$ cat config.mk
export PLATFORM = sky130hd
export DESIGN_NAME = vecaddsub_seq_flat
export DESIGN_NICKNAME = d
export VERILOG_FILES = /design/src/rtl/vecaddsub_seq_if.sv /design/src/rtl/vecaddsub_seq.sv /design/src/flat_wrapper.sv
export SDC_FILE = /design/constraint.sdc
export NUM_CORES = 2
export LEC_CHECK = 0
export CAP_MARGIN = 0
export CORE_AREA = 2 2 757 759
export CTS_CLUSTER_DIAMETER = 200
export DETAILED_ROUTE_END_ITERATION = 12
export DIE_AREA = 0 0 759 761
export DONT_BUFFER_PORTS = 1
export PLACE_DENSITY = 0.3
export SLEW_MARGIN = 20
export SYNTH_ARGS = -nofsm -noshare
export SYNTH_HDL_FRONTEND = slang
export SYNTH_SLANG_ARGS = --single-unit
$ cat constraint.sdc
create_clock -name clk -period 63.5 [get_ports clk]
set_input_delay 6.35 -clock clk [delete_from_list [all_inputs] [get_ports clk]]
set_output_delay 6.35 -clock clk [all_outputs]
set_load 0.01 [all_outputs]
$ cat src/rtl/vecaddsub_seq_if.sv
// Handshake bundle for vecaddsub_seq: operand vectors and mode in, result vector and overflow out.
// The master side drives operands and out_ready; the slave side is the arithmetic block.
interface vecaddsub_seq_if #(
  parameter int I = 20,
  parameter int N = 32
);
  logic         in_valid;
  logic         in_ready;
  logic         mode;
  logic [N-1:0] in1 [0:I-1];
  logic [N-1:0] in2 [0:I-1];
  logic         out_valid;
  logic         out_ready;
  logic [N-1:0] out [0:I-1];
  logic         ovf;

  modport master (
    output in_valid, mode, in1, in2, out_ready,
    input  in_ready, out_valid, out, ovf
  );

  modport slave (
    input  in_valid, mode, in1, in2, out_ready,
    output in_ready, out_valid, out, ovf
  );
endinterface

$ cat src/rtl/vecaddsub_seq.sv
// Sequential sign-magnitude vector add/subtract: P shared lane adders sweep the latched
// operands over ceil(I/P) cycles, saturating each element and flagging any saturation in ovf.
module vecaddsub_seq #(
  parameter int I = 20,
  parameter int Q = 15,
  parameter int N = 32,
  parameter int P = 4
) (
  input  logic           clk,
  input  logic           reset_n,
  vecaddsub_seq_if.slave bus
);
  localparam int NCHUNK = (I + P - 1) / P;
  localparam int NPAD   = NCHUNK * P;
  localparam int IDX_W  = (NCHUNK > 1) ? $clog2(NCHUNK) : 1;
  localparam logic [IDX_W-1:0] LAST = IDX_W'(NCHUNK - 1);

  // Q only describes the binary point; it must still lie inside the magnitude field.
  if (P < 1 || P > I || Q < 0 || Q > N - 1) begin : g_bad_params
    $error("vecaddsub_seq: illegal parameter combination");
  end

  typedef enum logic [1:0] {S_IDLE, S_BUSY, S_DONE} state_t;

  state_t             r_state;
  logic               r_in_ready;
  logic               r_out_valid;
  logic               r_ovf;
  logic [IDX_W-1:0]   r_idx;
  logic [N-1:0]       r_out [0:I-1];
  logic [N-1:0]       r_a   [0:I-1];
  logic [N-1:0]       r_b   [0:I-1];
  logic               r_mode;

  logic               w_accept;
  logic [N-1:0]       w_a_pad [0:NPAD-1];
  logic [N-1:0]       w_b_pad [0:NPAD-1];
  logic [N-1:0]       w_op_a  [0:P-1];
  logic [N-1:0]       w_op_b  [0:P-1];
  logic [N-1:0]       w_res   [0:P-1];
  logic [P-1:0]       w_lovf;

  // Sign-magnitude add (sub flips B's sign first). Returns {saturated, result}.
  function automatic logic [N:0] f_addsub_sat(input logic [N-1:0] a, input logic [N-1:0] b,
                                              input logic sub);
    logic         sa, sb, s, ov;
    logic [N-1:0] ma, mb, wide;
    logic [N-2:0] m;
    sa = a[N-1];
    sb = b[N-1] ^ sub;
    ma = {1'b0, a[N-2:0]};
    mb = {1'b0, b[N-2:0]};
    ov = 1'b0;
    if (sa == sb) begin
      wide = ma + mb;
      s    = sa;
      if (wide[N-1]) begin
        m  = '1;
        ov = 1'b1;
      end else begin
        m  = wide[N-2:0];
      end
    end else if (ma >= mb) begin
      wide = ma - mb;
      m    = wide[N-2:0];
      s    = sa;
    end else begin
      wide = mb - ma;
      m    = wide[N-2:0];
      s    = sb;
    end
    // A zero magnitude is always reported as +0.
    if (m == '0) s = 1'b0;
    return {ov, s, m};
  endfunction

  assign w_accept = (r_state == S_IDLE) && bus.in_valid;

  // Pad the operand store to a whole number of chunks so lanes past I see zeros.
  for (genvar k = 0; k < NPAD; k++) begin : g_pad
    if (k < I) begin : g_real
      assign w_a_pad[k] = r_a[k];
      assign w_b_pad[k] = r_b[k];
    end else begin : g_zero
      assign w_a_pad[k] = '0;
      assign w_b_pad[k] = '0;
    end
  end

  always_comb begin
    for (int l = 0; l < P; l++) begin
      w_op_a[l] = '0;
      w_op_b[l] = '0;
      for (int c = 0; c < NCHUNK; c++) begin
        if (IDX_W'(c) == r_idx) begin
          w_op_a[l] = w_a_pad[c * P + l];
          w_op_b[l] = w_b_pad[c * P + l];
        end
      end
    end
  end

  always_comb begin
    for (int l = 0; l < P; l++) begin
      {w_lovf[l], w_res[l]} = f_addsub_sat(w_op_a[l], w_op_b[l], r_mode);
    end
  end

  // Operand capture: data only, loaded on the accept edge.
  always_ff @(posedge clk) begin
    if (w_accept) begin
      r_a    <= bus.in1;
      r_b    <= bus.in2;
      r_mode <= bus.mode;
    end
  end

  // Control FSM and result registers.
  always_ff @(posedge clk or negedge reset_n) begin
    if (!reset_n) begin
      r_state     <= S_IDLE;
      r_in_ready  <= 1'b1;
      r_out_valid <= 1'b0;
      r_ovf       <= 1'b0;
      r_idx       <= '0;
      for (int j = 0; j < I; j++) r_out[j] <= '0;
    end else begin
      case (r_state)
        S_IDLE: begin
          if (bus.in_valid) begin
            r_state    <= S_BUSY;
            r_in_ready <= 1'b0;
            r_ovf      <= 1'b0;
            r_idx      <= '0;
          end
        end
        S_BUSY: begin
          for (int j = 0; j < I; j++) begin
            if (IDX_W'(j / P) == r_idx) r_out[j] <= w_res[j % P];
          end
          r_ovf <= r_ovf | (|w_lovf);
          if (r_idx == LAST) begin
            r_state     <= S_DONE;
            r_out_valid <= 1'b1;
          end else begin
            r_idx <= r_idx + 1'b1;
          end
        end
        S_DONE: begin
          if (bus.out_ready) begin
            r_state     <= S_IDLE;
            r_out_valid <= 1'b0;
            r_in_ready  <= 1'b1;
          end
        end
        default: begin
          r_state     <= S_IDLE;
          r_in_ready  <= 1'b1;
          r_out_valid <= 1'b0;
        end
      endcase
    end
  end

  assign bus.in_ready  = r_in_ready;
  assign bus.out_valid = r_out_valid;
  assign bus.ovf       = r_ovf;
  assign bus.out       = r_out;
endmodule

$ cat src/flat_wrapper.sv
// flat-port wrapper written by rule: the top's interface ports become plain ports
module vecaddsub_seq_flat 
#(
  parameter int I = 20,
  parameter int Q = 15,
  parameter int N = 32,
  parameter int P = 4
)
  (clk, reset_n, bus_in_valid, bus_mode, bus_in1, bus_in2, bus_out_ready, bus_in_ready, bus_out_valid, bus_out, bus_ovf);
  vecaddsub_seq_if #(.I(I), .N(N)) bus_i ();
  input  logic clk;
  input  logic reset_n;
  input wire logic [$bits(bus_i.in_valid)-1:0] bus_in_valid;
  input wire logic [$bits(bus_i.mode)-1:0] bus_mode;
  input wire logic [$bits(bus_i.in1)-1:0] bus_in1;
  input wire logic [$bits(bus_i.in2)-1:0] bus_in2;
  input wire logic [$bits(bus_i.out_ready)-1:0] bus_out_ready;
  output wire logic [$bits(bus_i.in_ready)-1:0] bus_in_ready;
  output wire logic [$bits(bus_i.out_valid)-1:0] bus_out_valid;
  output wire logic [$bits(bus_i.out)-1:0] bus_out;
  output wire logic [$bits(bus_i.ovf)-1:0] bus_ovf;
  assign bus_i.in_valid = bus_in_valid;
  assign bus_i.mode = bus_mode;
  assign bus_i.in1 = {>>{bus_in1}};
  assign bus_i.in2 = {>>{bus_in2}};
  assign bus_i.out_ready = bus_out_ready;
  assign bus_in_ready = bus_i.in_ready;
  assign bus_out_valid = bus_i.out_valid;
  assign bus_out = {>>{bus_i.out}};
  assign bus_ovf = bus_i.ovf;
  vecaddsub_seq #(.I(I), .Q(Q), .N(N), .P(P)) u_core (.clk(clk), .reset_n(reset_n), .bus(bus_i));
endmodule
==> impl_results.html <==
<table>
<tr><th>Metric</th><th>Value</th></tr>
<tr><th colspan="2">Synthesis</th></tr>
<tr><td>Most frequent cells after synthesis</td><td>edfxtp_1 (1281), o21ai_0 (1108), nand2_1 (1056), a21oi_1 (738), dfrtp_1 (647)</td></tr>
<tr><td>Share of synthesized cell area in and, or, nand and nor gates</td><td>between 10% and 20%</td></tr>
<tr><td>Share of the synthesized area in the top cell type</td><td>41.2%</td></tr>
<tr><td>Multiplexer fraction of the synthesized cell area</td><td>less than 1%</td></tr>
<tr><td>Average cell area after synthesis</td><td>~11 um2</td></tr>
<tr><td>Post-synthesis net count</td><td>~10000</td></tr>
<tr><td>Sequential area share after synthesis</td><td>between 50 and 60%</td></tr>
<tr><td>Biggest area consumer among synthesized cells</td><td>edfxtp_1</td></tr>
<tr><td>Most used standard cell by instance count after synthesis</td><td>edfxtp_1</td></tr>
<tr><td>Number of enable flip-flop cells after synthesis</td><td>between 1000 and 1500</td></tr>
<tr><td>Post-synth ARST share</td><td>between 30% and 40%</td></tr>
<tr><td>Number of register bits inferred by synthesis</td><td>~1900</td></tr>
<tr><td>Post-synth top flop</td><td>edfxtp_1</td></tr>
<tr><td>Synthesized-area fraction occupied by adder cells</td><td>5.31%</td></tr>
<tr><td>Ranking of synthesized cells by area</td><td>edfxtp_1 (41%), dfrtp_1 (17%), o21ai_0 (5.9%), ha_1 (5.1%), nand2_1 (4.2%)</td></tr>
<tr><td>Post-Synth XOR/XNOR Area</td><td>less than 1%</td></tr>
<tr><td>Number of library cell types mapped by synthesis</td><td>110</td></tr>
<tr><td>Mapped Area</td><td>~93000 um2</td></tr>
<tr><td>Main combinational cell family by area after synthesis</td><td>compound AO/OA/AOI/OAI gates</td></tr>
<tr><td>Compound-Gate Fraction of Synth Area</td><td>a little under a fifth</td></tr>
<tr><td>Gate count of the mapped netlist</td><td>slightly below 9000</td></tr>
<tr><td>Count of warnings emitted by yosys</td><td>0</td></tr>
<tr><th colspan="2">Route</th></tr>
<tr><td>DR DRC count</td><td>0</td></tr>
<tr><td>Drt first pass iters</td><td>6</td></tr>
<tr><td>Vias</td><td>~74000</td></tr>
<tr><td>Routed wirelength normalized by instance count</td><td>33.3 um</td></tr>
<tr><td>Antenna viol nets, final</td><td>0</td></tr>
<tr><td>Iteration-0 DRC Markers</td><td>slightly above 6000</td></tr>
<tr><td>Via density per instance</td><td>4.43</td></tr>
<tr><td>Sum of routed wire length over all layers</td><td>~560000 um</td></tr>
<tr><th colspan="2">STA</th></tr>
<tr><td>Setup TNS after final layout</td><td>0 ns</td></tr>
<tr><td>Hold Vio Cnt, Final</td><td>0</td></tr>
<tr><td>Clock Skew</td><td>0.102 ns</td></tr>
<tr><td>Max-slew violation count</td><td>0</td></tr>
<tr><td>Min cycle time layout</td><td>11.77 ns</td></tr>
<tr><td>Final worst slack</td><td>roughly 52 ns</td></tr>
<tr><td>Worst slew margin relative to its limit</td><td>between 10 and 15%</td></tr>
<tr><td>Final cycle utilization of the critical path</td><td>18.5%</td></tr>
<tr><td>Setup violation total in the final timing report</td><td>0</td></tr>
<tr><td>Slew at the pin closest to its max-slew limit</td><td>1.28 ns</td></tr>
<tr><td>Maximum clock frequency</td><td>~85 MHz</td></tr>
<tr><td>Unrepaired setup endpoints after global routing</td><td>false</td></tr>
<tr><th colspan="2">Clocking</th></tr>
<tr><td>Largest buffer count on any clock path</td><td>4</td></tr>
<tr><td>Post-cts hold buffer count</td><td>0</td></tr>
<tr><td>CTS clk-pin slew, worst paths</td><td>~0.060 ns</td></tr>
<tr><td>Setup fix buffers added after clock tree synthesis</td><td>0</td></tr>
<tr><td>Cts bufs inserted</td><td>240</td></tr>
<tr><td>PostCTS Resize Cnt</td><td>0</td></tr>
<tr><td>Clock insertion delay at the later pin of the skew report</td><td>approximately 0.97 ns</td></tr>
<tr><td>Deepest level of the CTS H-tree</td><td>4</td></tr>
<tr><td>TritonCTS Sinks</td><td>1929</td></tr>
<tr><td>Buffer type at the clock tree root</td><td>clkbuf_16</td></tr>
<tr><td>TritonCTS clock tree</td><td>done</td></tr>
<tr><th colspan="2">Placed design</th></tr>
<tr><td>Final HPWL from detailed placement</td><td>around 440000 um</td></tr>
<tr><td>Total placed cells including tap cells</td><td>about 16000</td></tr>
<tr><td>Number of buffer cells added on primary ports</td><td>0</td></tr>
<tr><td>Placement-stage worst setup slack</td><td>between 50 and 60 ns</td></tr>
<tr><td>Final weighted congestion of routability-driven global placement</td><td>0.880</td></tr>
<tr><th colspan="2">Floorplanning</th></tr>
<tr><td>Die ar.</td><td>578000 um2</td></tr>
<tr><td>Overall die width</td><td>between 700 and 800 um</td></tr>
<tr><td>Starting density of the core</td><td>between 10% and 20%</td></tr>
<tr><td>Core Box Area</td><td>between 500000 and 600000 um2</td></tr>
<tr><td>Number of primary I/O pins</td><td>about 1900</td></tr>
<tr><td>Die Span Y</td><td>between 700 and 800 um</td></tr>
<tr><td>FP Rows</td><td>approximately 280</td></tr>
<tr><th colspan="2">Setup path</th></tr>
<tr><td>CP arrival</td><td>between 10 and 15 ns</td></tr>
<tr><td>Type of the setup path with the least slack</td><td>reg2reg</td></tr>
<tr><td>Worst Path Max Fanout</td><td>63</td></tr>
<tr><td>Reg2reg path depth</td><td>25</td></tr>
<tr><td>Data required time at the worst endpoint</td><td>64.23 ns</td></tr>
<tr><td>Type of element capturing the critical path</td><td>flip-flop</td></tr>
<tr><td>Startpoint kind of the worst setup timing path</td><td>flip-flop</td></tr>
<tr><th colspan="2">GRT</th></tr>
<tr><td>Total congestion overflow</td><td>0</td></tr>
<tr><td>First-pass GRT wire length</td><td>around 730000 um</td></tr>
<tr><td>Number of antenna violations at the first check in global routing</td><td>491</td></tr>
<tr><td>Pin count of the biggest net entering global routing</td><td>around 210</td></tr>
<tr><td>Total Routing Usage GR</td><td>between 10% and 20%</td></tr>
<tr><td>Number of global-route vias before repair</td><td>between 70000 and 80000</td></tr>
<tr><th colspan="2">Min path</th></tr>
<tr><td>Path class of the lowest-slack min-delay path</td><td>reg2reg</td></tr>
<tr><td>Cell depth of the worst min-delay path</td><td>2</td></tr>
<tr><th colspan="2">Run</th></tr>
<tr><td>Max Cap Violations</td><td>0</td></tr>
<tr><th colspan="2">Finish</th></tr>
<tr><td>Number of filler instances in the final layout</td><td>about 62000</td></tr>
<tr><td>Area delta synth-&gt;final</td><td>19.8%</td></tr>
<tr><td>Ratio of cells with drive above 1 in the final layout</td><td>approximately a tenth</td></tr>
<tr><td>Count of nets after finishing</td><td>slightly above 10000</td></tr>
<tr><td>Non-filler cells in the finished layout</td><td>16710</td></tr>
<tr><th colspan="2">Status</th></tr>
<tr><td>Result of the run</td><td>finished, final reports clean</td></tr>
</table>
==> critical path: stages (launching register included) <==
cell and delay (ns):
dfrtp_1 0.41, inv_1 0.13, ha_1 0.67, nand2_1 0.25, nor2_4 0.52, buf_12 0.41, buf_4 0.65, buf_4 0.76
a221oi_1 0.21, nor3_1 0.35, a21oi_1 0.18, o21ai_2 0.67, ha_1 0.55, nor4_1 0.65, nand3_1 0.36, nor4_1 0.66
a211o_1 0.36, nor3_4 0.18, buf_4 0.29, mux2i_1 0.47, a221oi_1 0.16, nor2b_1 0.75, o2111ai_1 0.23, nand4b_1 0.30
nor4_4 0.79, o21ai_1 0.16
==> registers in the layout (all words and copies together), names as in the netlist <==
| register | cells |
|---|---|
| u_core.bus.in_ready | 1 |
| u_core.r_a | 640 |
| u_core.r_b | 640 |
| u_core.r_mode | 1 |
| u_core.r_state | 2 |
| u_core.r_idx | 3 |
| u_core.bus.out | 640 |
| u_core.bus.ovf | 1 |
| u_core.bus.out_valid | 1 |
==> kinds of logic (layout without fill, tap and decap cells) <==
kind of cell / after synthesis / after routing
AOI/OAI and AO/OA: 2884 / 2884
other: 0 / 238
DFF: 1929 / 1929
xor gates and xnor gates: 31 / 31
adders and majority gates: 389 / 389
buffers and inverters: 977 / 1120
and+or+nand+nor: 2493 / 2493
muxes: 66 / 66
==> layout make-up <==
type | count | area, um2 | area share [%]
well taps | 7560 | 9460 | 8.45
repair buffers | 256 | 2180 | 1.95
diodes | 238 | 596 | 0.532
clock buffers | 321 | 6620 | 5.91
flip-flops and latches | 1929 | 54700 | 48.9
inverters | 419 | 1570 | 1.41
multi-input cells | 5863 | 35600 | 31.8
clock inverters | 124 | 1190 | 1.06
==> final timing paths <==
check                      slack, ns             endpoint                 from
min in group asynchronous       5.15  u_core.bus.out[398]              reset_n
max in group asynchronous      56.21  u_core.bus.out[338]              reset_n
min                             0.54  u_core.bus.out[367]  u_core.bus.out[367]
min reg2reg                     0.54  u_core.bus.out[367]  u_core.bus.out[367]
max reg2reg                    51.73   u_core.bus.out[63]      u_core.r_idx[0]
max                            51.73   u_core.bus.out[63]      u_core.r_idx[0]
==> stage by stage <==
stage / hold WS [ns] / instance area [um2] / util, %
final: 0.545 / 112000 / 19.6
after global routing: 0.582 / 112000 / 19.6
after detailed placement: 0.542 / 103000 / 18.1
after global placement: 0.535 / 103000 / 18.1
after floorplan: 0.516 / 93400 / -
after CTS: 0.556 / 111000 / 19.5
==> layout by cell type (no fill, tap or decap), drive strengths merged, types with 23 or more instances in the layout <==
cell	count
edfxtp	1281
o21ai	1115
nand2	1060
a21oi	738
dfrtp	647
nor2	583
inv	431
ha	377
nor3	321
clkbuf	321
a221oi	291
buf	256
diode	238
nand3	100
clkinv	88
o31ai	75
nor2b	74
nor4	74
o21bai	67
a21o	63
nand4	52
a31oi	51
a211oi	49
o211ai	49
mux2i	46
o21a	43
nand2b	36
or2	34
and2	32
o22ai	30
or3	29
and3	28
a2bb2oi	28
xnor2	26
a21boi	23
==> per-layer routing <==
layer / wire (um) / vias up / track usage (%) / share of wire (%)
li1: - / 32545 / - / -
met1: 238000 / 36952 / 23.5 / 43
met2: 260000 / 3245 / 30.6 / 47
met3: 39500 / 1025 / 5.05 / 7.1
met4: 17600 / 246 / 4.76 / 3.2
met5: 1580 / - / 0 / 0.28
Power is not shown: default switching activity piles up to over one toggle a cycle in this logic, so the estimate is an artifact.
